### config.mk
export PLATFORM = sky130hd
export DESIGN_NAME = pulse_generator
export DESIGN_NICKNAME = d
export VERILOG_FILES = /design/src/rtl/pulse_generator.sv
export SDC_FILE = /design/constraint.sdc
export NUM_CORES = 1
export LEC_CHECK = 0
export ABC_AREA = 1
export CAP_MARGIN = 20
export CORE_MARGIN = 2
export CORE_UTILIZATION = 35
export DETAILED_ROUTE_END_ITERATION = 6
export PLACE_DENSITY = 0.68
export SYNTH_ARGS = -nofsm -noshare
export SYNTH_HDL_FRONTEND = slang
export SYNTH_SLANG_ARGS = --single-unit
### constraint.sdc
create_clock -name clk -period 3.7 [get_ports clk]
set_input_delay 1.11 -clock clk [delete_from_list [all_inputs] [get_ports clk]]
set_output_delay 1.11 -clock clk [all_outputs]
set_load 0.02 [all_outputs]
### src/rtl/pulse_generator.sv
// Periodic single-cycle strobe: one pulse every (divisor+1) enabled clk cycles.
// Latency: the pulse is registered and high in the cycle after the edge that finds count == 0.
// Backpressure: none; a low enable freezes the countdown and suppresses pulses.
module pulse_generator #(
    parameter int Width          = 8,
    parameter int InitialDivisor = 0
) (
    input  logic             clk,
    input  logic             rst,
    input  logic             enable,
    input  logic [Width-1:0] divisor,
    output logic             pulse_out
);

    localparam logic [Width-1:0] InitCount = Width'(InitialDivisor);
    localparam logic [Width-1:0] CountOne  = Width'(1);

    logic [Width-1:0] count;

    // The reload is taken at the zero crossing, so count never goes below 0.
    // A divisor change therefore only lands at the next reload.
    always_ff @(posedge clk or negedge rst) begin
        if (!rst) begin
            count     <= InitCount;
            pulse_out <= 1'b0;
        end else if (enable) begin
            if (count == '0) begin
                pulse_out <= 1'b1;
                count     <= divisor;
            end else begin
                pulse_out <= 1'b0;
                count     <= count - CountOne;
            end
        end else begin
            pulse_out <= 1'b0;
        end
    end

endmodule

==> impl_metrics.csv <==
group,metric,value,unit
outcome,outcome,"complete, no violations",
worst_hold_path,hold_path.class,"flop to flop",
final_layout,num_antenna_cells,0,
logic_synthesis,syn-instance-count,90,
timing,rsz0062_at_grt,"no",
worst_setup_path,crit_type,"flop to output pin",
die,io_pins,12,
power_and_ir_drop,combPwrFrac,0.482,
worst_setup_path,cp_top_family,"buffers and inverters",
final_layout,fin_nets,118,
detailed_routing,antenna_left,0,
detailed_routing,routed_wl,1190,µm
clock_network,htreeDepth,1,
final_layout,final_common_cell,"nand2_1",
die,die_area,2130,µm²
grt,antenna_found_initial,0,
grt,grt_pass1_vias,496,
die,chipHeight,46.2,µm
worst_setup_path,max_stage_delay,0.60,ns
timing,fmax,0.433,GHz
timing,fin_skew,0.00342,ns
placed_design,pre_cts_ws,1.43,ns
grt,track_usage,0.145,
power_and_ir_drop,power_density,639,nW/µm²
clock_network,clk_latency,0.28,ns
power_and_ir_drop,p_leak,0.420,nW
timing,max-slew-margin-rel,0.711,
power_and_ir_drop,clkPwrFrac,0.168,
detailed_routing,first_pass_iters,4,
timing,layout_setup_ws,1.39,ns
timing,hold_viol,0,
timing,fin_hold_ws,0.520,ns
logic_synthesis,ys_seq_area_frac,0.361,
final_layout,fin_area,787,µm²
placed_design,placed_area,759,µm²
power_and_ir_drop,p_sw,231,µW
job,maxCapViolCount,0,
worst_setup_path,cp_data_arrival_time,1.20,ns
timing,slew_violations,0,
clock_network,cts_resized,0,
detailed_routing,dr.first_iter.drc_count,13,
detailed_routing,wl_per_cell,9.22,µm
die,num_rows,15,
worst_setup_path,crit_slowest_cell,"clkdlybuf4s50_1",
logic_synthesis,ys_ff_latch,9,
power_and_ir_drop,seq_power_share,0.350,
clock_network,cts_root_buf,"clkbuf_4",
logic_synthesis,synth.distinct_cells,17,
final_layout,final_cell_mix,"nand2_1 (30), inv_1 (13), clkdlybuf4s50_1 (11)",
grt,grt_start_max_net_pins,11,
worst_setup_path,required,2.59,ns
logic_synthesis,synth_nets,103,
clock_network,clk_path_buf_depth,2,
clock_network,numClockSinks,9,
clock_network,numCtsBuffers,3,
final_layout,drive_above_1_share,0.115,
detailed_routing,vias_per_cell,4.40,
detailed_routing,post-route-drc-count,0,
grt,grt_pass1_wl,2100,µm
clock_network,cts_tree,"done",
logic_synthesis,synth_area,623,µm²
worst_setup_path,cp-end-kind,"output pin",
clock_network,clk_pin_slew,0.07,ns
worst_setup_path,crit_path_max_fanout,1,
logic_synthesis,yosys_warnings,0,
timing,fin_tns_setup,0,ns
power_and_ir_drop,cellInternalPower,272,µW
placed_design,hpwl,910,µm
final_layout,syn_to_final_growth,26.3,%
worst_setup_path,path_buf_inv,1,
timing,period_needed,2.31,ns
timing,finalCritPeriodShare,0.624,
placed_design,io_buffers,11,
detailed_routing,vias,568,
power_and_ir_drop,swShare,0.459,
power_and_ir_drop,irDropWorstVdd,287,µV
grt,grt_overflow,0,
timing,tightest_slew,0.432,ns
die,core,1710,µm²
logic_synthesis,syn_area_per_cell,6.92,µm²
placed_design,gp_congestion,0.803,
final_layout,post-route-util,0.461,
clock_network,postCtsSetupBuffers,0,
worst_setup_path,setup.worst_path.start_class,"flop",
die,die_w,46.2,µm
clock_network,hold_buffers,0,
worst_setup_path,crit_path_cell_trace,"clkdlybuf4s50_1",
die,start_util,0.365,
timing,final-setup-viol-count,0,
synth_stat cells (all sizes together):
library cell	number	area, µm²
o21ai	7	35.0
inv	15	58.8
dfrtp	9	225
nand3	10	55.1
nor2	10	68.8
ha	2	25.0
a21oi	4	20.0
clkbuf	1	5.00
nand2	32	130
metrics by stage:
step                instances  power, mW
detailed placement        125      0.423
global route              129      0.559
floorplan                  90      0.368
global placement          125      0.418
CTS                       129      0.510
finish                    129      0.503
final timing paths:
kind / start / to / slack, ns / cells after the start
min reg2reg: count[6] / count[6] / 0.52 / 2
max in group asynchronous: rst / count[2] / 2.27 / 1
max: pulse_out / pulse_out / 1.39 / 1
min: count[6] / count[6] / 0.52 / 2
max reg2reg: count[0] / count[6] / 2.29 / 9
min in group asynchronous: rst / count[1] / 1.13 / 1
state kept, by name (all words and copies together) (netlist names):
signal     cells
pulse_out      1
count          8
layer usage:
| metal | part of all wire | wire (µm) | GRT usage |
|---|---|---|---|
| met4 | 0.024 | 28 | 0.0686 |
| met3 | 0.055 | 65 | 0.0588 |
| met2 | 0.46 | 545 | 0.211 |
| met5 | 0 | 0 | 0 |
| met1 | 0.46 | 550 | 0.186 |
cells by family (layout without fill, tap and decap cells):
family / after synthesis / after routing / synth area share
AO/OA/AOI/OAI: 11 / 11 / 0.0883
adder cells (fa/ha/maj): 2 / 2 / 0.0402
buffers and inverters: 16 / 30 / 0.102
flip-flops: 9 / 9 / 0.361
AND/OR/NAND/NOR: 52 / 52 / 0.408
final cells by class:
class | count | area [µm²]
Clock buffer | 3 | 22.5
Multi-Input combinational cell | 65 | 334
Fill cell | 177 | 921
Timing Repair Buffer | 11 | 110
Tap cell | 25 | 31.3
Inverter | 15 | 58.8
Clock inverter | 1 | 5.00
Sequential cell | 9 | 225
tightest hold or removal path: stages (launching register included):
cell,delay (ns)
dfrtp_1,0.38
nand2_1,0.06
nand2_1,0.05
power by group through the flow:
| stage | logic, mW | clock network [mW] | registers (mW) |
|---|---|---|---|
| floorplan | 0.197 | 0 | 0.172 |
| global placement | 0.241 | 0 | 0.177 |
| detailed placement | 0.245 | 0 | 0.178 |
| CTS | 0.246 | 0.0885 | 0.176 |
| global route | 0.283 | 0.0920 | 0.183 |
| finish | 0.242 | 0.0846 | 0.176 |
Power figures use the tool's default switching activity.
